<file path="src/rtl/mul_iter_pkg.sv">
// Shared types for the iterative signed multiplier.
package mul_iter_pkg;

  typedef enum logic [1:0] {
    IDLE   = 2'd0,
    CALC   = 2'd1,
    FIX    = 2'd2,
    RESULT = 2'd3
  } mul_state_t;

endpackage

</file>
<file path="src/rtl/mul_iter_twos_abs.sv">
// Two's-complement sign/magnitude split; the most negative value maps to
// 2^(W-1), which still fits the W-bit unsigned magnitude.
module twos_abs #(
  parameter int W = 16
) (
  input  logic [W-1:0] value,
  output logic [W-1:0] mag,
  output logic         neg
);

  assign neg = value[W-1];
  assign mag = neg ? (~value + W'(1)) : value;

endmodule

</file>
<file path="src/rtl/mul_iter.sv">
// Iterative signed shift-add multiplier, one partial product per clock.
// Optional MUL_ITER_ZERO_BYPASS_EN: a zero operand skips straight to RESULT.
//
// Streams: a beat moves on a rising edge where tvalid and tready are both 1.
// Both operand streams transfer together on one edge; each ready reflects the
// other stream's valid, so a lone operand stays pending. The producer holds
// tvalid/tdata until it transfers; data_tdata_o is stable while it waits.
module mul_iter
  import mul_iter_pkg::*;
#(
  parameter int XLEN = 16
) (
  input  logic            clk_i,
  input  logic            arstn_i,
  input  logic [XLEN-1:0] data1_tdata_i,
  input  logic            data1_tvalid_i,
  output logic            data1_tready_o,
  input  logic [XLEN-1:0] data2_tdata_i,
  input  logic            data2_tvalid_i,
  output logic            data2_tready_o,
  output logic [2*XLEN-1:0] data_tdata_o,
  output logic            data_tvalid_o,
  input  logic            data_tready_i,
  output logic [1:0]      dbg_state
);

  localparam int CW = $clog2(XLEN + 1);
  localparam logic [1:0] S_IDLE   = IDLE;
  localparam logic [1:0] S_CALC   = CALC;
  localparam logic [1:0] S_FIX    = FIX;
  localparam logic [1:0] S_RESULT = RESULT;

  logic [1:0]        state_q;
  logic [XLEN-1:0]   mcand_q;
  logic [XLEN-1:0]   mplier_q;
  logic [XLEN:0]     acc_q;
  logic              sign_q;
  logic [CW-1:0]     cnt_q;
  logic [2*XLEN-1:0] prod_q;

  logic [XLEN-1:0]   a_mag, b_mag;
  logic              a_neg, b_neg;
  logic              accept;
  logic              bypass;
  logic [XLEN:0]     sum;
  logic [2*XLEN-1:0] mag;

  twos_abs #(.W(XLEN)) u_abs_a (.value(data1_tdata_i), .mag(a_mag), .neg(a_neg));
  twos_abs #(.W(XLEN)) u_abs_b (.value(data2_tdata_i), .mag(b_mag), .neg(b_neg));

  assign data1_tready_o = arstn_i & (state_q == S_IDLE) & data2_tvalid_i;
  assign data2_tready_o = arstn_i & (state_q == S_IDLE) & data1_tvalid_i;
  assign accept         = (state_q == S_IDLE) & data1_tvalid_i & data2_tvalid_i;

`ifdef MUL_ITER_ZERO_BYPASS_EN
  assign bypass = (data1_tdata_i == '0) | (data2_tdata_i == '0);
`else
  assign bypass = 1'b0;
`endif

  // acc and multiplier shift as one 2*XLEN+1-bit register
  assign sum = acc_q + (mplier_q[0] ? {1'b0, mcand_q} : '0);
  assign mag = {acc_q[XLEN-1:0], mplier_q};

  always_ff @(posedge clk_i or negedge arstn_i) begin
    if (!arstn_i) begin
      state_q  <= S_IDLE;
      mcand_q  <= '0;
      mplier_q <= '0;
      acc_q    <= '0;
      sign_q   <= 1'b0;
      cnt_q    <= '0;
      prod_q   <= '0;
    end else begin
      case (state_q)
        S_IDLE: begin
          if (accept) begin
            mcand_q  <= a_mag;
            mplier_q <= b_mag;
            sign_q   <= a_neg ^ b_neg;
            acc_q    <= '0;
            cnt_q    <= CW'(XLEN);
            if (bypass) begin
              prod_q  <= '0;
              state_q <= S_RESULT;
            end else begin
              state_q <= S_CALC;
            end
          end
        end
        S_CALC: begin
          acc_q    <= {1'b0, sum[XLEN:1]};
          mplier_q <= {sum[0], mplier_q[XLEN-1:1]};
          cnt_q    <= cnt_q - CW'(1);
          if (cnt_q == CW'(1)) state_q <= S_FIX;
        end
        S_FIX: begin
          prod_q  <= sign_q ? -mag : mag;
          state_q <= S_RESULT;
        end
        S_RESULT: begin
          if (data_tready_i) state_q <= S_IDLE;
        end
        default: state_q <= S_IDLE;
      endcase
    end
  end

  assign data_tdata_o  = prod_q;
  assign data_tvalid_o = (state_q == S_RESULT);
  assign dbg_state     = state_q;

endmodule

</file>
<file path="config.mk">
export PLATFORM = sky130hd
export DESIGN_NAME = mul_iter
export DESIGN_NICKNAME = d
export VERILOG_FILES = /design/src/rtl/mul_iter_pkg.sv /design/src/rtl/mul_iter_twos_abs.sv /design/src/rtl/mul_iter.sv
export SDC_FILE = /design/constraint.sdc
export NUM_CORES = 1
export LEC_CHECK = 0
export CORE_ASPECT_RATIO = 0.75
export CORE_MARGIN = 5
export CORE_UTILIZATION = 56
export DETAILED_ROUTE_END_ITERATION = 10
export GPL_TIMING_DRIVEN = 0
export PLACE_DENSITY = 0.87
export SYNTH_ARGS = -nofsm -noshare
export SYNTH_HDL_FRONTEND = slang
export SYNTH_SLANG_ARGS = --single-unit
export TNS_END_PERCENT = 100
</file>
<file path="constraint.sdc">
create_clock -name clk_i -period 3.2 [get_ports clk_i]
set_input_delay 0.96 -clock clk_i [delete_from_list [all_inputs] [get_ports clk_i]]
set_output_delay 0.96 -clock clk_i [all_outputs]
set_load 0.02 [all_outputs]
</file>
Word-level counts from Yosys, hierarchy flattened:

Cells that the tools add are included.

* bits of input ports: 37
* bits in registers: 89

* bitwise logic cells: 8
* equality and inequality tests: 7
* multiplexer cells: 14
* add/subtract/negate cells: 5
* reductions and logical operators: 5

Operators by type and width (count)
* 16-bit 2-to-1 mux: 4
* 17-bit case mux with 2 select lines: 1
* 16-bit by 1-bit adder with 16-bit output (second input constant): 2
* 32-bit 2-to-1 mux: 1
* 32-bit negation: 1
* 16-bit NOT: 2
* 16-bit case mux with 2 select lines: 1
* 17-bit by 16-bit adder with 17-bit output: 1
* 17-bit 2-to-1 mux: 1
* 5-bit case mux with 2 select lines: 1
* 2-bit case mux with 4 select lines: 1
* 2-bit 2-to-1 mux: 3
* 1-bit AND: 5
* 5-bit by 1-bit equality test with 1-bit output (second input constant): 1
* 5-bit 2-to-1 mux: 1
* 5-bit by 1-bit subtractor with 5-bit output (second input constant): 1
* 2-bit equality test (second input constant): 2
* 2-bit inequality test (second input constant): 2
* 2-bit AND reduction: 2
* 3-bit AND reduction: 1
* 2-bit by 1-bit equality test with 1-bit output (second input constant): 1
* 2-bit logical NOT: 1
* 2-bit by 1-bit inequality test with 1-bit output (second input constant): 1
* 2-bit nonzero test: 1
* 1-bit XOR: 1

Longest topological paths before layout:

* depth after elaboration: 5
* mapped depth: 11
* mapped depth without buffers: 10

By module:

Synthesis repeated with hierarchy kept, for this count alone.

* cell total of the unflattened synthesis: 686
* area total of the unflattened synthesis: 5947.0 um2

Modules (own cells, without submodules)
* mul_iter: area each 5201.2 um2, times used 1, cells each 588
* twos_abs: area each 372.9 um2, times used 2, cells each 49

Worst setup path after synthesis:

No wires, ideal clock.

* kind: register to register
* from: register mplier_q[0]
* to: register acc_q[11]
* arrival time: 2511 ps
* library setup time: 69 ps
* path buffers: 1
* clock period less this slack: 2580 ps
* cell stages (with the launch flop): 12
* slack: 620 ps
* cells stage by stage: dfrtp_1 > clkbuf_1 > and2_1 > ha_1 > inv_1 > fa_1 > nor2b_1 > o211ai_1 > a31oi_1 > nor3_1 > or4b_1 > nand3_1

* word-level cells in the longest chain between the ends: 3

Ends and longest elaborated chain
* start: declaration: line mul_iter.sv:35 `logic [XLEN-1:0] mplier_q;`
* start signal: assignment: line mul_iter.sv:79 `mplier_q <= b_mag;`
* start signal: assignment: line mul_iter.sv:93 `mplier_q <= {sum[0], mplier_q[XLEN-1:1]};`
* 16-bit 2-to-1 mux: line mul_iter.sv:62 `assign sum = acc_q + (mplier_q[0] ? {1'b0, mcand_q} : '0);`
* 17-bit by 16-bit adder with 17-bit output: line mul_iter.sv:62
* 17-bit case mux with 2 select lines: line mul_iter.sv:75 `case (state_q)`
* end signal: assignment: line mul_iter.sv:92 `acc_q <= {1'b0, sum[XLEN:1]};`
* end: declaration: line mul_iter.sv:36 `logic [XLEN:0] acc_q;`

Every way passes these cells.
A chain may end at the register's enable or synchronous reset.

Worst setup path after layout:

Same ends and word-level chain as after synthesis.

==> flow_summary.ini <==
[power]
power.share.clock = 0.149
power.share.sequential = 0.306
leakage_uw = 0.00304
ir_drop_mv = 0.532
switchingPower_uw = 3110
powerDensity_nw_per_um2 = 987
p_int_uw = 3680
share_comb_of_total_power = 0.545
switching_share = 0.459

[clock_tree]
numCtsBuffers = 9
cts_tree = yes
cts_buffer_depth = 2
cts.htree.levels = 3
postCtsHoldBufs = 0
clock_latency_ns = 0.35
clkTransAtPathRegs_ns = 0.07
clock-sinks = 88
cts-root-buf = clkbuf_16

[global_routing]
grt_pass1_vias = 4987
gr-total-overflow = 0
antenna_found_initial = 0
track_usage = 0.248
grt_max_degree = 36
grt_pass1_wl_mm = 24.8

[worst_setup_path]
cp_max_fo = 10
worstPathRequired_ns = 3.48
rr_worst_depth = 11
crit_type = reg2reg
cp-end-kind = flip-flop
worstReg2RegEnd = acc_q[11]$_DFFE_PN0P_
start_kind = flip-flop
worstReg2RegStart = mplier_q[0]$_DFFE_PN0P_
rrSetupSlack_ns = 0.27
cp_data_arrival_time_ns = 3.20

[final_layout]
final_common_cell = dfrtp_1
multi_input_area_um2 = 3210
num_antenna_cells = 0
nFillCells = 725
area_growth_syn_to_layout_pct = 22.5
fin_cells = 858
layout_common_cells = dfrtp_1 (87), clkdlybuf4s50_1 (70), nand2_1 (64)
drive_above_1_share = 0.0537
nNetsFinal = 785
fin_area_um2 = 6880
seq_area_um2 = 2200

[floorplan]
fp.coreArea_um2 = 9740
pin_count = 74
rows = 31
die_w_um = 126
dieArea_um2 = 12200
die-height_um = 96.7
initial_core_util = 0.577

[timing]
setup_violations = 0
hold_slack_ns = 0.440
tightest_slew_ns = 0.677
hold_viol = 0
fin_crit_sh = 0.914
finClkSkew_ns = 0.00739
period_minus_slack_ns = 2.93
max_freq_ghz = 0.342
rsz0062_at_grt = no
slew_headroom = 0.549
drv_slew = 0

[synth]
postSynthCellCount = 635
ys_warn_count = 0
yosysTopAreaCellShare = 0.392
ys_ff_latch = 88
synth.avg_cell_area_um2 = 8.85
seq_area_frac_synth = 0.392
synth_top_area_cell = dfrtp_1
synth_edf_count = 0
synth_flop_cell = dfrtp_1
synth.distinct_cells = 62
syn-num-nets = 699
async_flop_share = 1.00
syn_area_um2 = 5620
synthTopCellsByArea = dfrtp_1 (39%), xor2_1 (8.9%), ha_1 (5.8%)

[drt]
route.detailed.drc = 0
drt_iter0_markers = 516
vias = 5194
antenna_left = 0
firstDrtPassIters = 6
drt-wirelength-per-cell_um = 17.6
vias_per_cell = 6.05
wl_mm = 15.1

[outcome]
status = finished, final reports clean

[placement]
io_buffers = 73
dp_hpwl_mm = 11.4
placed_area_um2 = 6540
dp_cells = 841
gp_congestion = 0.940

[run]
drv_cap = 0

[worst_hold_path]
hold_class = in2async
flip-flops by register name (all words and copies together), names as in the netlist:
register      cells
data_tdata_o     32
acc_q            16
mcand_q          16
mplier_q         16
cnt_q             5
dbg_state         2
sign_q            1
timing repair:
item / CTS / global route
gates cloned: 1 / 0
gates resized for setup: 4 / 5
hold endpoints to repair: 0 / 0
setup buffers: 0 / 0
setup endpoints to repair: 2 / 2
through the flow:
step	total power [uW]	worst slack, ns	util	setup TNS [ns]
after global placement	5500	-3.05	0.669	-166.34
after detailed placement	5670	-0.314	0.672	-0.584
after global routing	7260	0.0942	0.707	0
after CTS	6730	0.0265	0.706	0
after floorplan	4450	0.620	-	0
final	6790	0.275	0.707	0
cell families (layout without fill, tap and decap cells):
logic type / count (synthesis) / count (layout) / share of synthesized area
flip-flops: 88 / 88 / 0.392
multiplexers: 7 / 7 / 0.0145
adder cells (fa/ha/maj): 27 / 27 / 0.0615
AO/OA/AOI/OAI: 185 / 185 / 0.202
buffers and inverters: 54 / 145 / 0.0381
XOR/XNOR: 70 / 70 / 0.109
AND/OR/NAND/NOR: 204 / 204 / 0.183
power by group through the flow:
| stage | clock network [uW] | registers [uW] | logic (uW) |
|---|---|---|---|
| 4_1_cts | 1020 | 2060 | 3650 |
| 6_report | 1010 | 2080 | 3700 |
| 3_5_place_dp | 0 | 2080 | 3600 |
| 3_3_place_gp | 0 | 2040 | 3460 |
| 2_1_floorplan | 0 | 2180 | 2270 |
| 5_1_grt | 1070 | 2130 | 4050 |
cell usage after synthesis (4+ instances only):
cell type	number
xor2_1	57
nor2b_1	7
nor2_1	50
o41ai_1	8
or4_1	6
nand3_1	13
and2_1	16
dfrtp_1	88
a21oi_1	54
nor3_1	4
a21o_1	6
buf_1	4
and3_1	5
mux2i_1	4
o21ai_0	62
inv_1	21
nor4_1	7
o31ai_1	17
nand2_1	64
ha_1	26
xnor2_1	13
a31oi_1	4
clkbuf_1	25
o22ai_1	6
a22oi_1	9
or3_1	8
worst max path at each step:
stage	cells past startpoint	endpoint	slack, ns	startpoint
3_3_place_gp	3	data2_tready_o	-3.05	arstn_i
4_1_cts	3	data1_tready_o	0.03	data2_tvalid_i
3_5_place_dp	4	data2_tready_o	-0.31	arstn_i
6_report	11	acc_q[11]$_DFFE_PN0P_	0.27	mplier_q[0]$_DFFE_PN0P_
5_1_grt	11	acc_q[11]$_DFFE_PN0P_	0.09	mplier_q[0]$_DFFE_PN0P_
2_1_floorplan	11	acc_q[11]$_DFFE_PN0P_	0.62	mplier_q[0]$_DFFE_PN0P_
routing by layer:
| metal | track usage | vias to the layer above | wire length [um] |
|---|---|---|---|
| li1 | - | 2433 | - |
| met1 | 0.346 | 2494 | 6660 |
| met2 | 0.390 | 247 | 6910 |
| met3 | 0.0589 | 20 | 1360 |
| met4 | 0.0667 | 0 | 176 |
| met5 | 0 | - | 0 |
final cells by class:
cell class | instances | area share
buffer | 33 | 0.0198
clock buffer | 10 | 0.0347
clock inverter | 6 | 0.00745
inverter | 21 | 0.0115
multi-input combinational | 493 | 0.466
sequential | 88 | 0.320
tap | 132 | 0.0240
timing repair buffer | 75 | 0.117
critical path, cell delays in order, from the launching register on:
cell and delay [ns]:
dfrtp_2 0.46, clkbuf_2 0.21, and2_1 0.17, ha_1 0.18, inv_1 0.06, fa_1 0.40
nor2b_1 0.18, o211ai_1 0.16, a31oi_2 0.30, nor3_1 0.12, or4b_1 0.52, nand3_1 0.10
Power figures use the tool's default switching activity.
